$ cat config.mk
export PLATFORM = sky130hd
export DESIGN_NAME = mem_ctrl
export DESIGN_NICKNAME = d
export VERILOG_FILES = /design/src/rtl/mem_ctrl.sv
export SDC_FILE = /design/constraint.sdc
export NUM_CORES = 1
export LEC_CHECK = 0
export CAP_MARGIN = 20
export CORE_UTILIZATION = 48
export DETAILED_ROUTE_END_ITERATION = 8
export PLACE_DENSITY = 0.87
export SLEW_MARGIN = 10
export SYNTH_ARGS = -nofsm -noshare
export SYNTH_HDL_FRONTEND = slang
export SYNTH_SLANG_ARGS = --single-unit
$ cat constraint.sdc
create_clock -name clk -period 6.15 [get_ports clk]
set_clock_uncertainty 0.2 [all_clocks]
set_input_delay 0.9225 -clock clk [delete_from_list [all_inputs] [get_ports clk]]
set_output_delay 0.9225 -clock clk [all_outputs]
set_load 0.005 [all_outputs]
$ cat src/rtl/mem_ctrl.sv
// mem_ctrl: EX/MEM load/store unit driving an SRAM-like data bus with alignment checks and flush handling
module mem_ctrl (
  input  logic        clk,
  input  logic        rst,
  input  logic        in_valid,
  input  logic [7:0]  op,
  input  logic [31:0] addr,
  input  logic [31:0] wdata,
  input  logic        flush,
  input  logic        pipe_stall,
  output logic        stall,
  output logic [31:0] rdata,
  output logic        res_valid,
  output logic        adel,
  output logic        ades,
  output logic [31:0] badvaddr,
  output logic        data_req,
  output logic        data_wr,
  output logic [1:0]  data_size,
  output logic [31:0] data_addr,
  output logic [31:0] data_wdata,
  input  logic        data_addr_ok,
  input  logic        data_data_ok,
  input  logic [31:0] data_rdata
);
  localparam logic [7:0] LB_OP  = 8'b11100000;
  localparam logic [7:0] LBU_OP = 8'b11100100;
  localparam logic [7:0] LH_OP  = 8'b11100001;
  localparam logic [7:0] LHU_OP = 8'b11100101;
  localparam logic [7:0] LW_OP  = 8'b11100011;
  localparam logic [7:0] SB_OP  = 8'b11101000;
  localparam logic [7:0] SH_OP  = 8'b11101001;
  localparam logic [7:0] SW_OP  = 8'b11101011;
  typedef enum logic [2:0] {IDLE, REQ, DATA, DONE, DISCARD} state_t;
  state_t      state;
  logic [7:0]  op_q;
  logic [31:0] bad_q;
  logic        is_load, is_store, misaligned, take, accept, err;
  logic [7:0]  lane_b;
  logic [15:0] lane_h;
  logic [31:0] load_data;
  assign is_load    = op inside {LB_OP, LBU_OP, LH_OP, LHU_OP, LW_OP};
  assign is_store   = op inside {SB_OP, SH_OP, SW_OP};
  assign misaligned = (op inside {LH_OP, LHU_OP, SH_OP} && addr[0]) ||
                      (op inside {LW_OP, SW_OP} && addr[1:0] != 2'b00);
  assign take       = state == IDLE && in_valid && !flush && (is_load || is_store);
  assign accept     = take && !misaligned;
  assign err        = take && misaligned;
  assign adel       = err && is_load;
  assign ades       = err && is_store;
  // the faulting address is visible in the fault cycle itself and remembered afterwards
  assign badvaddr   = err ? addr : bad_q;
  assign stall      = accept || state == REQ || state == DATA;
  assign lane_b     = data_addr[1:0] == 2'd3 ? data_rdata[31:24] :
                      data_addr[1:0] == 2'd2 ? data_rdata[23:16] :
                      data_addr[1:0] == 2'd1 ? data_rdata[15:8]  : data_rdata[7:0];
  assign lane_h     = data_addr[1] ? data_rdata[31:16] : data_rdata[15:0];
  assign load_data  = op_q == LB_OP  ? {{24{lane_b[7]}}, lane_b} :
                      op_q == LBU_OP ? {24'h0, lane_b} :
                      op_q == LH_OP  ? {{16{lane_h[15]}}, lane_h} :
                      op_q == LHU_OP ? {16'h0, lane_h} :
                      op_q == LW_OP  ? data_rdata : 32'h0;
  // transaction FSM; a flush coinciding with the data response simply drops it, since no second response will follow
  always_ff @(posedge clk) begin
    if (rst) begin
      state      <= IDLE;
      op_q       <= 8'h0;
      bad_q      <= 32'h0;
      rdata      <= 32'h0;
      res_valid  <= 1'b0;
      data_req   <= 1'b0;
      data_wr    <= 1'b0;
      data_size  <= 2'd0;
      data_addr  <= 32'h0;
      data_wdata <= 32'h0;
    end else begin
      if (err) bad_q <= addr;
      case (state)
        IDLE: if (accept) begin
          op_q       <= op;
          data_addr  <= addr;
          data_wr    <= is_store;
          data_size  <= op inside {LW_OP, SW_OP} ? 2'd2 : op inside {LH_OP, LHU_OP, SH_OP} ? 2'd1 : 2'd0;
          data_wdata <= op == SB_OP ? {4{wdata[7:0]}} : op == SH_OP ? {2{wdata[15:0]}} : wdata;
          data_req   <= 1'b1;
          state      <= REQ;
        end
        REQ: if (data_addr_ok) begin
          data_req <= 1'b0;
          state    <= flush ? DISCARD : DATA;
        end else if (flush) begin
          data_req <= 1'b0;
          state    <= IDLE;
        end
        DATA: if (data_data_ok) begin
          state <= flush ? IDLE : DONE;
          if (!flush) begin
            rdata     <= load_data;
            res_valid <= 1'b1;
          end
        end else if (flush) state <= DISCARD;
        DONE: if (flush || !pipe_stall) begin
          res_valid <= 1'b0;
          state     <= IDLE;
        end
        DISCARD: if (data_data_ok) state <= IDLE;
        default: state <= IDLE;
      endcase
    end
  end
endmodule

==> After elaboration in Yosys (flattened, before gate mapping) <==
Cells that the tools add are included.
{ "totals": {"reg_bits": 144, "input_bits": 111, "output_inout_bits": 136, "word_cells": 100} }
{ "classes": {"n_eq_ne": 27, "n_mux": 32, "n_bitwise": 1, "n_reduce_logical": 30} }
{ "op_table": {"columns": ["cell", "n"], "rows": [
  ["32-bit 2-to-1 mux", 8],
  ["8-bit == test (second input constant)", 13],
  ["3-bit 2-to-1 mux", 8],
  ["8-bit 2-to-1 mux", 3],
  ["16-bit 2-to-1 mux", 1],
  ["3-bit one-hot mux with 5 select lines", 1],
  ["2-bit != test (second input constant)", 5],
  ["1-bit logical AND", 9],
  ["2-bit nonzero test", 4],
  ["1-bit 2-to-1 mux", 7],
  ["3-bit by 2-bit == test with 1-bit output (second input constant)", 2],
  ["3-bit != test (second input constant)", 2],
  ["3-bit AND reduction", 2],
  ["3-bit nonzero test", 2],
  ["1-bit logical OR", 5],
  ["5-bit AND reduction", 1],
  ["5-bit nonzero test", 1],
  ["2-bit == test (second input constant)", 2],
  ["2-bit 2-to-1 mux", 2],
  ["1-bit one-hot mux with 2 select lines", 2],
  ["4-bit AND reduction", 1],
  ["3-bit by 1-bit == test with 1-bit output (second input constant)", 1],
  ["3-bit == test (second input constant)", 1],
  ["1-bit zero test", 3],
  ["4 further kinds", 4]
]} }

==> Longest topological paths before layout <==
{ "logic_depth": {"word_depth": 8, "depth_mapped": 9, "ltp_nobuf": 5} }

==> Worst setup path before layout <==
Ideal clock, no wire load.
{ "synth_path": {"path_type": "input to output", "startpoint": "input port op[1]", "endpoint": "output port stall", "t_arrival_ns": 2.266, "required_ns": 5.027, "path_slack_ns": 2.761, "cell_stages": 8, "path_buffers": 4, "path_cell_list": "buf_6 -> and4b_1 -> a31o_1 -> or3_1 -> buf_6 -> buf_6 -> buf_6 -> o21ai_1"} }
{ "synth_between": {"elab_chain_len": 8, "word_cells_on_any_way": 21, "cone_classes": "eq/ne (8); reduce/logical (13)"} }
{ "synth_lines": {"columns": ["element", "line", "text"], "rows": [
  ["start, declared", "6", "input logic [7:0] op,"],
  ["8-bit == test (on tied branches)", null, null],
  ["3-bit nonzero test or 2-bit nonzero test (tied branches)", "44, 45", null],
  ["1-bit logical AND (on tied branches)", "44, 45", null],
  ["1-bit logical OR", "44", "assign misaligned = (op inside {LH_OP, LHU_OP, SH_OP} && addr[0]) ||"],
  ["1-bit zero test", "47", "assign accept = take && !misaligned;"],
  ["1-bit logical AND (*)", "47", null],
  ["1-bit logical OR (*) (2 in series)", "53", "assign stall = accept || state == REQ || state == DATA;"],
  ["end, declared", "11", "output logic stall,"]
]} }
Every way passes the cells marked *; elsewhere a longest branch is shown, timed or not.

==> Worst setup path after layout <==
{ "layout_path": {"startpoint": "input port op[0]", "endpoint": "output port badvaddr[15]"} }
{ "layout_between": {"elab_chain_len": 6, "word_cells_on_any_way": 19, "cone_classes": "eq/ne (8); mux (1); reduce/logical (10)"} }
{ "layout_lines": {"columns": ["element", "line", "text"], "rows": [
  ["8-bit == test, or another cell as far along", "42", "assign is_load = op inside {LB_OP, LBU_OP, LH_OP, LHU_OP, LW_OP};"],
  ["5-bit nonzero test, or another cell as far along", "42", null],
  ["1-bit logical OR, or another cell as far along", "46", "assign take = state == IDLE && in_valid && !flush && (is_load || is_store);"],
  ["1-bit logical AND or 1-bit logical OR (tied branches)", "46, 44", null],
  ["1-bit logical AND (*)", "48", "assign err = take && misaligned;"],
  ["32-bit 2-to-1 mux (*)", null, null],
  ["end, declared", "16", "output logic [31:0] badvaddr,"]
]} }
Marks and branches as above.

==> summary.md <==
| Metric | Value |
|---|---|
| Outcome | finished, final reports clean |
| Largest area contributor in the netlist | dfxtp_1 |
| Flop2flop setup slack | 3160 ps |
| Total die area | 13840 sq um |
| Reg clk slew, reported paths | 60 ps |
| Power per cell area | 219.7 nW/um^2 |
| Hold Path End | data_addr[16] |
| Post-synth top area share | 0.4492 |
| Post-synth net total | 896 |
| R2R cell count | 4 |
| Hold Crit Start | data_addr[16] |
| Yosys cell types | 47 |
| Critical Path Fanout Max | 24 |
| Number of global-route vias before repair | 6135 |
| Hold Vio Cnt, Final | 0 |
| Cells taking the most area after synthesis | dfxtp_1 45%, nand2_1 14%, a21oi_1 7.3% |
| Reg-to-reg startpoint | data_addr[1] |
| Mapped Area | 6417 sq um |
| Max Slew Vio Count | 0 |
| Die height | 117.6 microns |
| Largest net degree at the start of global routing | 95 |
| Reg2reg end | rdata[27] |
| Total GRT Usage | 0.2823 |
| Top_reg_cell synth | dfxtp_1 |
| Setup CP Type | input port to output port |
| Hold Crit Depth | 2 |
| Final min period | 4751 ps |
| Global-route wire length before repair | 31100 microns |
| Critical Path Max Stage Delay | 850 ps |
| Crit start category | input port |
| Worst IR drop on VDD | 186.7 uV |
| Crit path required time | 5030 ps |
| Synth Instances | 785 |
| Synth async-reset ratio | 0 |
| Max Cap Violations | 0 |
| First-pass DRT Iterations | 5 |
| Iteration-0 DRC Markers | 501 |
| GR Overflow Total | 0 |
| Final nets | 1105 |
| Initial Utilization | 0.5004 |
| Rel. slew slack | 0.2642 |
| DR vias | 6317 |
| Worst-path cell chain | clkdlybuf4s50_1 > and4b_1 > a31o_1 > nand4_1 > buf_4 > nand2_1 > nand2_1 > clkdlybuf4s50_1 |
| Diode count | 0 |
| Initial antenna violation count | 0 |
| Port Buffers | 246 |
| Routed Wire Length | 19480 microns |
| Worst path arrival time | 3630 ps |
| F_max | 0.2105 GHz |
| Final period util | 0.7726 |
| Worst-Skew Late Latency | 410 ps |
| Syn_area_per_cell | 8.175 sq um |
| Buf/Inv on CP | 3 |
| Layout cells sized above 1 | 0.07769 |
| #FFs+latches synth | 144 |
| Setup_tns | 0 ps |
| Clock root buffer | clkbuf_16 |
| Wirelength per Cell | 16.57 microns |
| CP delay by family, top | buffers and inverters |
| Register area share after synthesis | 0.4492 |
| Hold WC Path Type | flop to flop |
| Worst-margin pin slew | 1101 ps |
| Die Span X | 117.6 microns |
| Post-synth EDFFs | 0 |
| CTS hold repair buffers | 0 |
| Post-route DRC violation count | 0 |
| YS warnings | 0 |
| Core Rows | 41 |
| Top Ports | 247 |
| Detailed placement HPWL | 13700 microns |
| Total CTS buffers | 17 |
| Post-CTS sizing | 0 |
| RSZ-0062 raised after global routing | no |
| CORE AREA | 12820 sq um |
| GPL Wtd Cong | 0.8437 |
| Via/cell ratio | 5.372 |
| End-of-flow core utilization | 0.7309 |
| Setup Viol. Count Final | 0 |
| Synth-to-Final Area Change | 46.07% |
| Antenna Nets Post-Route | 0 |
| Leakage | 3.327 nW |
| H-tree level count | 4 |
| Crit end category | output port |
| Setup repair bufs after CTS | 0 |
| TritonCTS clock tree | done |
| CTS sink count | 144 |
| Clk buf depth | 2 |
| Slowest cell on crit path | clkdlybuf4s50_1 |
[through the flow]
stage / hold WS [ps] / cell area (sq um) / worst slack (ps) / instances / power, mW
global placement: 235.8 / 8817 / 1514 / 1147 / 1.106
CTS: 249.7 / 9374 / 1389 / 1176 / 2.070
finish: 247.7 / 9374 / 1399 / 1176 / 2.059
detailed placement: 242.2 / 8817 / 1427 / 1147 / 1.106
floorplan: 232.3 / 6417 / 2761 / 785 / 1.008
global route: 261.1 / 9374 / 1178 / 1176 / 2.126
[worst reg2reg max path, delay by kind of cell (launching register included)]
family / cells / cell delay [ps]
DFF: 1 / 980
muxes: 1 / 300
AOI/OAI and AO/OA: 3 / 1420
[flip-flops by register name (all words and copies together), names as in the netlist]
| signal | count |
|---|---|
| res_valid | 1 |
| state | 3 |
| data_req | 1 |
| data_size | 2 |
| data_wdata | 32 |
| bad_q | 32 |
| rdata | 32 |
| data_addr | 32 |
| data_wr | 1 |
| op_q | 8 |
[metal layers]
metal  wire length [microns]  global-route usage  vias up
met2                    9064              0.4632      277
met4                     593              0.1210        0
li1                        -                   -     3100
met3                    1979              0.1105       49
met1                    7843              0.3251     2891
met5                       0                   0        -
[cell families (layout without fill, tap and decap cells)]
| kind of cell | count (synthesis) | in the layout | synth area share |
|---|---|---|---|
| xor+xnor | 1 | 1 | 0.001365 |
| flops | 144 | 144 | 0.4492 |
| buf+inv | 67 | 286 | 0.05362 |
| simple gates | 319 | 319 | 0.2018 |
| mux | 57 | 57 | 0.09222 |
| compound gates | 197 | 197 | 0.2018 |
[worst max path at each step]
stage / startpoint / to / cells past startpoint
2_1_floorplan: op[1] / stall / 8
5_1_grt: op[0] / badvaddr[15] / 8
3_5_place_dp: op[0] / badvaddr[15] / 8
4_1_cts: op[0] / badvaddr[15] / 8
3_3_place_gp: op[0] / badvaddr[15] / 8
6_report: op[0] / badvaddr[15] / 8
[power by group]
part           internal (mW)  switching, mW
Combinational         0.0860         0.0654
Sequential             0.936        0.00174
Clock                  0.602          0.369
[area by class of cell]
class                   instances  area, sq um
fillers                      1002         3451
inverters                       5        18.77
clock buffers                  24        501.7
well taps                     172        215.2
clock inverters                 5        55.05
multi-input cells             574         3196
repair buffers                252         2505
flip-flops and latches        144         2883
[cell usage in the layout, fill, tap and decap left out, drive strengths merged, types with 2 or more instances in the layout]
master         synthesis  final
a211oi                40     40
a21oi                 94     94
nor2b                  2      2
o21ai                 42     42
clkbuf                31     24
mux2i                 40     40
or3                    3      3
and3                   3      3
dfxtp                144    144
nor2                  54     54
a22oi                  7      7
clkinv                 0      2
nand2                235    235
clkinvlp               0      2
a2111oi                2      2
buf                   31      7
nand2b                 3      3
mux2                  17     17
nand4                  4      4
nor3                   6      6
a21o                   2      2
clkdlybuf4s50          0    245
inv                    5      5
[synth_stat cells, types with 4 or more instances]
| library cell | count |
|---|---|
| o21ai_1 | 12 |
| mux2i_1 | 40 |
| nand2_1 | 235 |
| buf_2 | 17 |
| inv_1 | 5 |
| a22oi_1 | 7 |
| a211oi_1 | 20 |
| nor3_1 | 5 |
| buf_4 | 5 |
| a21oi_1 | 93 |
| mux2_2 | 17 |
| clkbuf_1 | 31 |
| buf_6 | 7 |
| a211oi_2 | 20 |
| nor2_1 | 54 |
| nand4_1 | 4 |
| o21ai_0 | 30 |
| dfxtp_1 | 144 |
(Power assumes the default switching activity.)
